[config.mk]
export PLATFORM = sky130hd
export DESIGN_NAME = uart_tx_fifo_flat
export DESIGN_NICKNAME = d
export VERILOG_FILES = /design/src/rtl/uart_tx_fifo_if.sv /design/src/rtl/uart_tx_fifo.sv /design/src/flat_wrapper.sv
export SDC_FILE = /design/constraint.sdc
export NUM_CORES = 1
export LEC_CHECK = 0
export CORE_UTILIZATION = 35
export DETAILED_ROUTE_END_ITERATION = 10
export PLACE_DENSITY_LB_ADDON = 0.25
export SLEW_MARGIN = 20
export SYNTH_ARGS = -nofsm -noshare
export SYNTH_HDL_FRONTEND = slang
export SYNTH_SLANG_ARGS = --single-unit
export TNS_END_PERCENT = 1
[constraint.sdc]
create_clock -name clk -period 3.4 [get_ports clk]
set_input_delay 0.51 -clock clk [delete_from_list [all_inputs] [get_ports clk]]
set_output_delay 0.51 -clock clk [all_outputs]
set_load 0.01 [all_outputs]
[src/rtl/uart_tx_fifo_if.sv]
// Byte handshake between the on-chip result path and the UART transmit FIFO.
// The master drives the byte and its valid flag, and the slave returns ready.
interface uart_tx_fifo_if;
  logic [7:0] tx_data;
  logic       tx_valid;
  logic       tx_ready;

  modport master (output tx_data, output tx_valid, input tx_ready);
  modport slave  (input tx_data, input tx_valid, output tx_ready);
endinterface

[src/rtl/uart_tx_fifo.sv]
// 8N1 UART transmitter fed from a circular byte FIFO.
// When the FIFO still holds data, frames are sent back to back with no idle gap.
module uart_tx_fifo #(
  parameter int CLKS_PER_BIT = 833,
  parameter int FIFO_DEPTH   = 16,
  parameter int CW           = $clog2(FIFO_DEPTH) + 1
) (
  input  logic          clk,
  input  logic          rst,
  uart_tx_fifo_if.slave bus,
  output logic          tx,
  output logic          busy,
  output logic [CW-1:0] fifo_count
);

  localparam int AW = $clog2(FIFO_DEPTH);
  localparam int BW = $clog2(CLKS_PER_BIT);
  localparam logic [BW-1:0] LAST_TICK = BW'(CLKS_PER_BIT - 1);
  localparam logic [CW-1:0] DEPTH_CNT = CW'(FIFO_DEPTH);

  typedef enum logic [1:0] {IDLE, START, DATA, STOP} state_t;

  state_t        state, state_nxt;
  logic [7:0]    mem [FIFO_DEPTH];
  logic [AW-1:0] wr_ptr, rd_ptr;
  logic [7:0]    shift, shift_nxt;
  logic [BW-1:0] baud_cnt, baud_cnt_nxt;
  logic [2:0]    bit_idx, bit_idx_nxt;
  logic          tx_nxt;
  logic          full, empty, push, pop, sym_end;

  assign full         = (fifo_count == DEPTH_CNT);
  assign empty        = (fifo_count == '0);
  assign bus.tx_ready = !full && !rst;
  assign push         = bus.tx_valid && bus.tx_ready;
  assign sym_end      = (baud_cnt == LAST_TICK);
  assign busy         = (state != IDLE) || !empty;

  // Reset flushes the FIFO through its pointers. Stale storage contents are never read.
  always_ff @(posedge clk) begin
    if (rst) begin
      wr_ptr     <= '0;
      rd_ptr     <= '0;
      fifo_count <= '0;
    end else begin
      if (push) wr_ptr <= wr_ptr + AW'(1);
      if (pop)  rd_ptr <= rd_ptr + AW'(1);
      if (push && !pop)      fifo_count <= fifo_count + CW'(1);
      else if (pop && !push) fifo_count <= fifo_count - CW'(1);
    end
  end

  always_ff @(posedge clk) begin
    if (push) mem[wr_ptr] <= bus.tx_data;
  end

  always_ff @(posedge clk) begin
    if (rst) begin
      state    <= IDLE;
      shift    <= '0;
      baud_cnt <= '0;
      bit_idx  <= '0;
      tx       <= 1'b1;
    end else begin
      state    <= state_nxt;
      shift    <= shift_nxt;
      baud_cnt <= baud_cnt_nxt;
      bit_idx  <= bit_idx_nxt;
      tx       <= tx_nxt;
    end
  end

  // The line level is derived from the next state, so tx changes on the same edge as the state.
  always_comb begin
    state_nxt    = state;
    shift_nxt    = shift;
    baud_cnt_nxt = sym_end ? '0 : baud_cnt + BW'(1);
    bit_idx_nxt  = bit_idx;
    pop          = 1'b0;
    tx_nxt       = 1'b1;

    case (state)
      IDLE: begin
        baud_cnt_nxt = '0;
        bit_idx_nxt  = '0;
        if (!empty) begin
          pop       = 1'b1;
          shift_nxt = mem[rd_ptr];
          state_nxt = START;
        end
      end
      START: begin
        if (sym_end) state_nxt = DATA;
      end
      DATA: begin
        if (sym_end) begin
          if (bit_idx == 3'd7) begin
            state_nxt = STOP;
          end else begin
            shift_nxt   = shift >> 1;
            bit_idx_nxt = bit_idx + 3'd1;
          end
        end
      end
      STOP: begin
        if (sym_end) begin
          bit_idx_nxt = '0;
          if (!empty) begin
            pop       = 1'b1;
            shift_nxt = mem[rd_ptr];
            state_nxt = START;
          end else begin
            state_nxt = IDLE;
          end
        end
      end
      default: state_nxt = IDLE;
    endcase

    case (state_nxt)
      START:   tx_nxt = 1'b0;
      DATA:    tx_nxt = shift_nxt[0];
      default: tx_nxt = 1'b1;
    endcase
  end

endmodule
[src/flat_wrapper.sv]
// flat-port wrapper written by rule: the top's interface ports become plain ports
module uart_tx_fifo_flat 
#(
  parameter int CLKS_PER_BIT = 833,
  parameter int FIFO_DEPTH   = 16,
  parameter int CW           = $clog2(FIFO_DEPTH) + 1
)
  (clk, rst, tx, busy, fifo_count, bus_tx_data, bus_tx_valid, bus_tx_ready);
  uart_tx_fifo_if bus_i ();
  input  logic clk;
  input  logic rst;
  output logic tx;
  output logic busy;
  output logic [CW-1:0] fifo_count;
  input wire logic [$bits(bus_i.tx_data)-1:0] bus_tx_data;
  input wire logic [$bits(bus_i.tx_valid)-1:0] bus_tx_valid;
  output wire logic [$bits(bus_i.tx_ready)-1:0] bus_tx_ready;
  assign bus_i.tx_data = bus_tx_data;
  assign bus_i.tx_valid = bus_tx_valid;
  assign bus_tx_ready = bus_i.tx_ready;
  uart_tx_fifo #(.CLKS_PER_BIT(CLKS_PER_BIT), .FIFO_DEPTH(FIFO_DEPTH), .CW(CW)) u_core (.clk(clk), .rst(rst), .bus(bus_i), .tx(tx), .busy(busy), .fifo_count(fifo_count));
endmodule
# Word-level counts from Yosys, hierarchy flattened
# Memory sizes are Yosys's and may differ from the RTL's. A register that Yosys moved wholly into a read port is not among the register bits.
# Cells that the tools add are included.
# word_totals
register_bits	37
ram_bits	128
inputBits	11
output_inout_bits	8
word_cells	70
mem_count	1
# op_classes
n_addsub	6
n_eq_ne	11
muxes	26
reduce_logical	17
# memory_table
memory	words	word_bits	read_ports	rd_clocked_by_memory_dff	wr	line	text
u_core.mem	16	8	1	1	1	uart_tx_fifo.sv:24	logic [7:0] mem [FIFO_DEPTH];
# op_table
op	count
$mux W8	4
$pmux W8 S3	1
$add A10 B1 Y10 const B	1
$eq A10 B10 Y1 const B	1
$mux W2	5
$mux W5	2
$mux W3	3
$pmux W3 S3	1
$add A4 B1 Y4 const B	2
$mux W4	2
$pmux W2 S4	1
$eq A2 B2 Y1 const B	3
$add A5 B1 Y5 const B	1
$eq A5 B5 Y1 const B	1
$logic_not A1 Y1	5
$logic_not A5 Y1	1
$mux W1	5
$sub A5 B1 Y5 const B	1
$eq A2 B1 Y1 const B	2
$logic_and A1 B1 Y1	4
$ne A2 B1 Y1 const B	2
$pmux W1 S2	2
$reduce_and A4 Y1	1
$reduce_bool A2 Y1	2
7 further kinds	7

# Logic depth before layout (Yosys ltp)
# Gate-level depths: netlist of run 1.
# logic_depth
word_depth	8
mapped_depth	15
mapped_depth_nobuf	15

# Worst setup path before layout of run 1
# No wires, ideal clock.
# synth_path
path_kind	register to register
start	reg u_core.fifo_count[0]
end	reg u_core.fifo_count[4]
setup_ns	0.071
arrival_time_ns	2.790
t_required_ns	3.329
path_slack_ns	0.539
stages_incl_launch_ff	13
path_buffers	1
period_less_slack_ns	2.861
path_cell_list	dfxtp_1 > nor4_1 > a21oi_1 > and2_1 > clkbuf_1 > ha_1 > inv_1 > fa_1 > a21o_1 > a21oi_1 > xnor2_1 > or3_1 > a21oi_1
# synth_between
elab_chain_cells	7
word_cells_on_any_way	17
cone_classes	add/sub (2); eq/ne (1); mux (5); reduce/logical (9)
# synth_rtl
item	line	text
start, declared	uart_tx_fifo.sv:13	output logic [CW-1:0] fifo_count
start signal, assigned	uart_tx_fifo.sv:48	if (push && !pop) fifo_count <= fifo_count + CW'(1);
start signal, assigned	uart_tx_fifo.sv:49	else if (pop && !push) fifo_count <= fifo_count - CW'(1);
$eq A5 B5 Y1 *	uart_tx_fifo.sv:32	assign full = (fifo_count == DEPTH_CNT);
$logic_not A1 Y1 *	uart_tx_fifo.sv:34	assign bus.tx_ready = !full && !rst;
$logic_and A1 B1 Y1 *	uart_tx_fifo.sv:34	
net bus_tx_ready	flat_wrapper.sv:17	output wire logic [$bits(bus_i.tx_ready)-1:0] bus_tx_ready;
$logic_and A1 B1 Y1 *	uart_tx_fifo.sv:35	assign push = bus.tx_valid && bus.tx_ready;
net u_core.push	uart_tx_fifo.sv:30	logic full, empty, push, pop, sym_end;
$logic_not A1 Y1	uart_tx_fifo.sv:49	
$logic_and A1 B1 Y1	uart_tx_fifo.sv:49	
$reduce_bool A2 Y1 (no line)	n/a	
# The timed path passes the listed nets; every way through them passes the cells marked *. The select of a mux whose other input is x is not followed.
# A chain may end at the register's enable or synchronous reset.

# Final worst setup path of run 1
# layout_path
start	reg u_core.baud_cnt[0]
end	reg u_core.fifo_count[4]
# layout_between
elab_chain_cells	6
word_cells_on_any_way	8
cone_classes	eq/ne (1); mux (3); reduce/logical (4)
# layout_rtl
item	line	text
start, declared	uart_tx_fifo.sv:27	logic [BW-1:0] baud_cnt, baud_cnt_nxt;
start signal, assigned	uart_tx_fifo.sv:67	baud_cnt <= baud_cnt_nxt;
$eq A10 B10 Y1 *	uart_tx_fifo.sv:36	assign sym_end = (baud_cnt == LAST_TICK);
$mux W1 *	uart_tx_fifo.sv:106	if (sym_end) begin
$pmux W1 S2 *	uart_tx_fifo.sv:82	case (state)
$logic_not A1 Y1	uart_tx_fifo.sv:48	
$logic_and A1 B1 Y1	uart_tx_fifo.sv:48	
$mux W5 or $reduce_bool A2 Y1 (tied branches)	n/a	
# Every way passes the cells marked *; elsewhere a longest branch is shown, timed or not.

==> results.sh, run 1 <==
export IMPL_track_usage_pct=14.2
export IMPL_yosys_warnings=0
export IMPL_yosys_area_top_type="edfxtp_1"
export IMPL_synth_main_ff_cell="edfxtp_1"
export IMPL_hold_class="flip-flop to flip-flop"
export IMPL_synth_most_common_cell="edfxtp_1"
export IMPL_hold_buffers=0
export IMPL_drc_errors=0
export IMPL_rsz0062_at_grt="false"
export IMPL_grt_start_max_net_pins=30
export IMPL_routabilityCongestion=0.792
export IMPL_total_power_mw=5.71
export IMPL_clock_skew_ns=0.00985
export IMPL_layout_min_cycle_time_ns=2.97
export IMPL_status="complete, no violations"
export IMPL_rows=51
export IMPL_drt_wl_total_mm=13.4
export IMPL_power_frac_clock_pct=33.1
export IMPL_drt_initial_drc_count=225
export IMPL_startpoint_type="flip-flop"
export IMPL_synthArstFlopShare_pct=0
export IMPL_first_global_vias=3825
export IMPL_finalCritPeriodShare_pct=87.3
export IMPL_clock_path_buffers=2
export IMPL_setup_viol=0
export IMPL_ant_nets=0
export IMPL_synth_area_leaders="edfxtp_1, dfxtp_1, mux4_2"
export IMPL_antenna_found_initial=0
export IMPL_peakVddDrop_v=0.000416
export IMPL_cellInternalPower_mw=4.00
export IMPL_hold_violations=0
export IMPL_critical_path_class="flip-flop to flip-flop"
export IMPL_syn_area_sq_mm=0.00706
export IMPL_die_area_sq_mm=0.0207
export IMPL_detailedPlace_worstSlack_ns=0.458
export IMPL_cp_end_kind="flip-flop"
export IMPL_synthTopCellsByCount="edfxtp_1, nor2_1, dfxtp_1"
export IMPL_ys_ff_latch=169
export IMPL_cp_arrival_ns=3.32
export IMPL_synth_edf_count=128
export IMPL_syn_to_final_growth_pct=16.4
export IMPL_numCtsBuffers=17
export IMPL_dp_hpwl_mm=9.08
export IMPL_diodes=0
export IMPL_final_max_slew_viol_count=0
export IMPL_start_util_pct=36.0
export IMPL_vias=3712
export IMPL_final_setup_worst_slack_ns=0.431
export IMPL_synthCells=444
export IMPL_cts_tree="yes"
export IMPL_cap_viol_max_count=0
export IMPL_clock_fmax_mhz=337
export IMPL_wl_per_cell_um=17.7
export IMPL_powerDensity_mw_per_mm2=694
export IMPL_layout_drive_gt1_share_pct=20.5
export IMPL_grt_remaining_overflow=0
export IMPL_dieWidth_um=144
export IMPL_fillers=1750
export IMPL_clk_latency_ns=0.42
export IMPL_clkSlewWorstSetupHoldPaths_ns=0.07
export IMPL_cts_sinks=169
export IMPL_path_max_fanout=5
export IMPL_p_sw_share_pct=29.9
export IMPL_pwr_share_comb_pct=24.2
export IMPL_synth_yosys_seq_area_share_pct=66.1
export IMPL_tns_ns=0
export IMPL_post_cts_repair_setup_buffers=0
export IMPL_core_sq_mm=0.0196
export IMPL_worst_slew_pin_transition_ns=0.584
export IMPL_relSlewSlack_pct=60.9
export IMPL_io_buffers=18
export IMPL_syn_nets=474
export IMPL_htree_levels=4
export IMPL_p_sw_mw=1.71
export IMPL_cts_resized=0
export IMPL_dr_pass1_iters=4
export IMPL_yosysUniqueCellTypes=59
export IMPL_seqPwrFrac_pct=42.8
export IMPL_die_y_um=144
export IMPL_fin_hold_ws_ns=0.480
export IMPL_leakagePower_nw=2.70
export IMPL_grt_pass1_wl_mm=21.5
export IMPL_ioPinCount=19
export IMPL_vias_per_cell=4.90
export IMPL_synth_top_cell_area_share_pct=54.4
export IMPL_synth_avg_cell_area_sq_um=15.9
export IMPL_clockRootBuffer="clkbuf_16"
export IMPL_required_ns=3.75
export IMPL_nNetsFinal=510
state kept, by name (all words and copies together) (netlist names), named ones only:
signal and count:
u_core.fifo_count 5, u_core.shift 8, u_core.mem 128, u_core.rd_ptr 4
u_core.bit_idx 3, u_core.wr_ptr 4, u_core.baud_cnt 10, u_core.tx 1
u_core.state 2
worst max-delay path, cell delays in order, from the launching register on:
cell	delay (ns)
dfxtp_1	0.39
inv_1	0.06
ha_1	0.19
nor3b_2	0.17
a41oi_4	0.35
nor3_2	0.09
inv_1	0.06
ha_1	0.17
inv_1	0.11
fa_1	0.43
a21o_1	0.17
a21oi_1	0.18
xnor2_1	0.09
or3_1	0.31
a21oi_1	0.14
power groups by stage:
stage               Sequential [mW]  Combinational, mW  Clock [mW]
global placement               2.48               1.37           0
global route                   2.46               1.51        2.01
finish                         2.44               1.38        1.89
detailed placement             2.49               1.39           0
floorplan                      2.45               1.03           0
CTS                            2.44               1.40        1.94
metal layers:
| metal | track usage (%) | wire length [um] |
|---|---|---|
| met1 | 18.6 | 6180 |
| met2 | 23.2 | 6730 |
| met3 | 2.98 | 421 |
| met4 | 4.87 | 87 |
| met5 | 0 | 0 |
path summary, 6_finish.rpt:
kind | to | slack [ns] | depth (start not counted) | from
setup reg to reg | u_core.fifo_count[4]$_SDFFE_PP0P_ | 0.43 | 14 | u_core.baud_cnt[0]$_SDFF_PP0_
hold reg to reg | u_core.baud_cnt[0]$_SDFF_PP0_ | 0.48 | 1 | u_core.baud_cnt[0]$_SDFF_PP0_
setup / recovery | u_core.fifo_count[4]$_SDFFE_PP0P_ | 0.43 | 14 | u_core.baud_cnt[0]$_SDFF_PP0_
hold / removal | u_core.baud_cnt[0]$_SDFF_PP0_ | 0.48 | 1 | u_core.baud_cnt[0]$_SDFF_PP0_
per-stage QoR:
step | instance area, sq um | util (%) | instances
after floorplan | 7060 | - | 444
after global placement | 7630 | 38.9 | 726
after detailed placement | 7630 | 38.9 | 726
after CTS | 8220 | 42.0 | 758
after global routing | 8220 | 42.0 | 758
final | 8220 | 42.0 | 758
logic make-up after synthesis:
| logic type | after synthesis | synth area share, % |
|---|---|---|
| multiplexers | 45 | 12.2 |
| AO/OA/AOI/OAI | 46 | 5.56 |
| adder cells (fa/ha/maj) | 19 | 3.47 |
| flip-flops | 169 | 66.1 |
| AND/OR/NAND/NOR | 114 | 8.51 |
| XOR/XNOR | 18 | 2.23 |
| buffers and inverters | 33 | 1.91 |
cell type report:
| type | count | area (sq um) | share of cell area [%] |
|---|---|---|---|
| inverters | 14 | 52.6 | 0.639 |
| repair buffers | 36 | 315 | 3.84 |
| multi-input cells | 242 | 2260 | 27.5 |
| flip-flops and latches | 169 | 4670 | 56.8 |
| well taps | 265 | 332 | 4.03 |
| clock inverters | 15 | 168 | 2.04 |
| clock buffers | 17 | 425 | 5.18 |
cells in the final DEF (no fill, tap or decap), types with 3 or more instances in the layout:
cell / count
a211oi_1: 5
a211oi_2: 3
a21oi_1: 11
a221o_1: 3
a22oi_1: 4
and2_1: 10
and3_1: 4
buf_4: 18
clkbuf_16: 17
clkdlybuf4s50_1: 18
clkinv_8: 4
dfxtp_1: 40
edfxtp_1: 128
ha_1: 18
inv_1: 14
inv_6: 3
inv_8: 5
mux2i_1: 11
mux4_2: 33
nand2_1: 11
nand3_1: 6
nor2_1: 49
nor2b_1: 8
nor3_1: 5
xnor2_1: 7
xor2_1: 11
No activity file was read; power rests on OpenSTA's default activity.
==> inputs of run 2 (changes only) <==
GPL_TIMING_DRIVEN = 0   (was unset)
==> results.sh, run 2 (synthesis gave the netlist of run 1 again) <==
export IMPL_final_setup_worst_slack_ns=0.301
export IMPL_tns_ns=0
export IMPL_min_from="u_core.baud_cnt[0]$_SDFF_PP0_"
export IMPL_clkSlewWorstSetupHoldPaths_ns=0.06
export IMPL_rr_endpoint="u_core.fifo_count[4]$_SDFFE_PP0P_"
export IMPL_io_buffers=18
export IMPL_cp_arrival_ns=3.45
export IMPL_hold_violations=0
export IMPL_reg_largest_list="u_core.mem (128), u_core.baud_cnt (10), u_core.shift (8)"
export IMPL_peakVddDrop_v=0.000349
export IMPL_diodes=0
export IMPL_ant_nets=0
export IMPL_grt_remaining_overflow=0
export IMPL_final_max_slew_viol_count=0
export IMPL_finalCritPeriodShare_pct=91.1
export IMPL_rows=51
export IMPL_clockRootBuffer="clkbuf_16"
export IMPL_critical_path_class="flip-flop to flip-flop"
export IMPL_path_max_fanout=7
export IMPL_mostFrequentLayoutCells="edfxtp_1, nor2_1, dfxtp_1"
export IMPL_core_sq_mm=0.0196
export IMPL_cp_end_kind="flip-flop"
export IMPL_setup_viol=0
export IMPL_dieWidth_um=144
export IMPL_clock_path_buffers=2
export IMPL_clock_skew_ns=0.0121
export IMPL_regMostFlops="u_core.mem"
export IMPL_first_global_vias=3969
export IMPL_detailedPlace_worstSlack_ns=0.0212
export IMPL_worst_slew_pin_transition_ns=0.972
export IMPL_antenna_found_initial=0
export IMPL_ioPinCount=19
export IMPL_hold_class="flip-flop to flip-flop"
export IMPL_relSlewSlack_pct=35.0
export IMPL_nNetsFinal=515
export IMPL_drc_errors=0
export IMPL_grt_start_max_net_pins=17
export IMPL_layout_min_cycle_time_ns=3.10
export IMPL_hold_end="u_core.baud_cnt[0]$_SDFF_PP0_"
export IMPL_powerDensity_mw_per_mm2=702
export IMPL_rsz0062_at_grt="false"
export IMPL_grt_pass1_wl_mm=22.8
export IMPL_numCtsBuffers=17
export IMPL_start_util_pct=36.0
export IMPL_drt_initial_drc_count=225
export IMPL_track_usage_pct=15.5
export IMPL_die_area_sq_mm=0.0207
export IMPL_cts_sinks=169
export IMPL_htree_levels=4
export IMPL_clk_latency_ns=0.42
export IMPL_leakagePower_nw=2.67
export IMPL_die_y_um=144
export IMPL_layout_drive_gt1_share_pct=18.7
export IMPL_syn_to_final_growth_pct=16.4
export IMPL_wl_per_cell_um=19.4
export IMPL_dr_pass1_iters=5
export IMPL_routabilityCongestion=0.774
export IMPL_cts_tree="yes"
export IMPL_clock_fmax_mhz=323
export IMPL_required_ns=3.75
export IMPL_largest_reg_flops=128
export IMPL_dp_hpwl_mm=9.98
export IMPL_final_common_cell="edfxtp_1"
export IMPL_r2r_start="u_core.fifo_count[0]$_SDFFE_PP0P_"
export IMPL_ff2ff_setup_slack_ns=0.30
export IMPL_hold_path_cell_count=1
export IMPL_r2r_cells=12
export IMPL_cap_viol_max_count=0
export IMPL_vias_per_cell=5.04
export IMPL_startpoint_type="flip-flop"
export IMPL_drt_wl_total_mm=14.8
export IMPL_vias=3842
export IMPL_status="complete, no violations"
[run 2: worst max-delay path by stage]
stage                     slack, ns  cells past startpoint                               from                                 to
final                          0.30                     12  u_core.fifo_count[0]$_SDFFE_PP0P_  u_core.fifo_count[4]$_SDFFE_PP0P_
after global routing           0.05                     12  u_core.fifo_count[0]$_SDFFE_PP0P_  u_core.fifo_count[4]$_SDFFE_PP0P_
after CTS                      0.09                     12  u_core.fifo_count[0]$_SDFFE_PP0P_  u_core.fifo_count[4]$_SDFFE_PP0P_
after detailed placement       0.02                     12                                rst  u_core.fifo_count[4]$_SDFFE_PP0P_
after global placement        -0.15                      6                                rst         u_core.mem[5][4]$_DFFE_PP_
after floorplan                0.54                     12  u_core.fifo_count[0]$_SDFFE_PP0P_  u_core.fifo_count[4]$_SDFFE_PP0P_
[run 2: repair_timing]
item	in CTS	in global routing
endpoints found under the setup margin	0	2
gates resized for setup	0	2
hold buffers	0	0
setup buffers	0	0
[run 2: worst max-delay path, cell delays in order (launching register included)]
cell and delay (ns):
dfxtp_1 0.37, nor4_1 0.46, nor2b_2 0.45, nor3_4 0.11, inv_1 0.07, ha_1 0.17
inv_1 0.11, fa_1 0.41, a21o_1 0.18, a21oi_1 0.17, xnor2_1 0.09, or3_1 0.31
a21oi_1 0.13
[run 2: final cells by class]
cell class,instances,area [sq um]
multi-input cells,242,2290
clock buffers,18,429
well taps,265,332
clock inverters,14,159
plain buffers,19,82.6
repair buffers,22,210
inverters,14,52.6
fillers,1782,11400
flip-flops and latches,169,4660
[run 2: stage by stage]
stage	cells	util, %	power [mW]	instance area, sq um	hold WS (ns)
3_3_place_gp	727	38.7	3.85	7570	0.459
3_5_place_dp	731	38.9	3.88	7620	0.472
5_1_grt	763	42.0	6.05	8220	0.520
6_report	763	42.0	5.77	8220	0.480
2_1_floorplan	444	-	3.47	7060	0.437
4_1_cts	763	41.9	5.81	8210	0.488
[run 2: where the power goes]
group	internal (mW)	leakage, nW	switching (mW)	total [mW]
sequential	2.33	1.49	0.0838	2.41
clock	1.10	0.285	0.825	1.93
combinational	0.665	0.899	0.761	1.43
[run 2: routing by layer]
layer / track usage [%] / up-vias / share of wire, %
met5: 0 / - / 0
met4: 6.16 / 0 / 1.9
met3: 3.25 / 18 / 5.8
met2: 25.4 / 92 / 50
met1: 20.0 / 1934 / 42
li1: - / 1798 / -
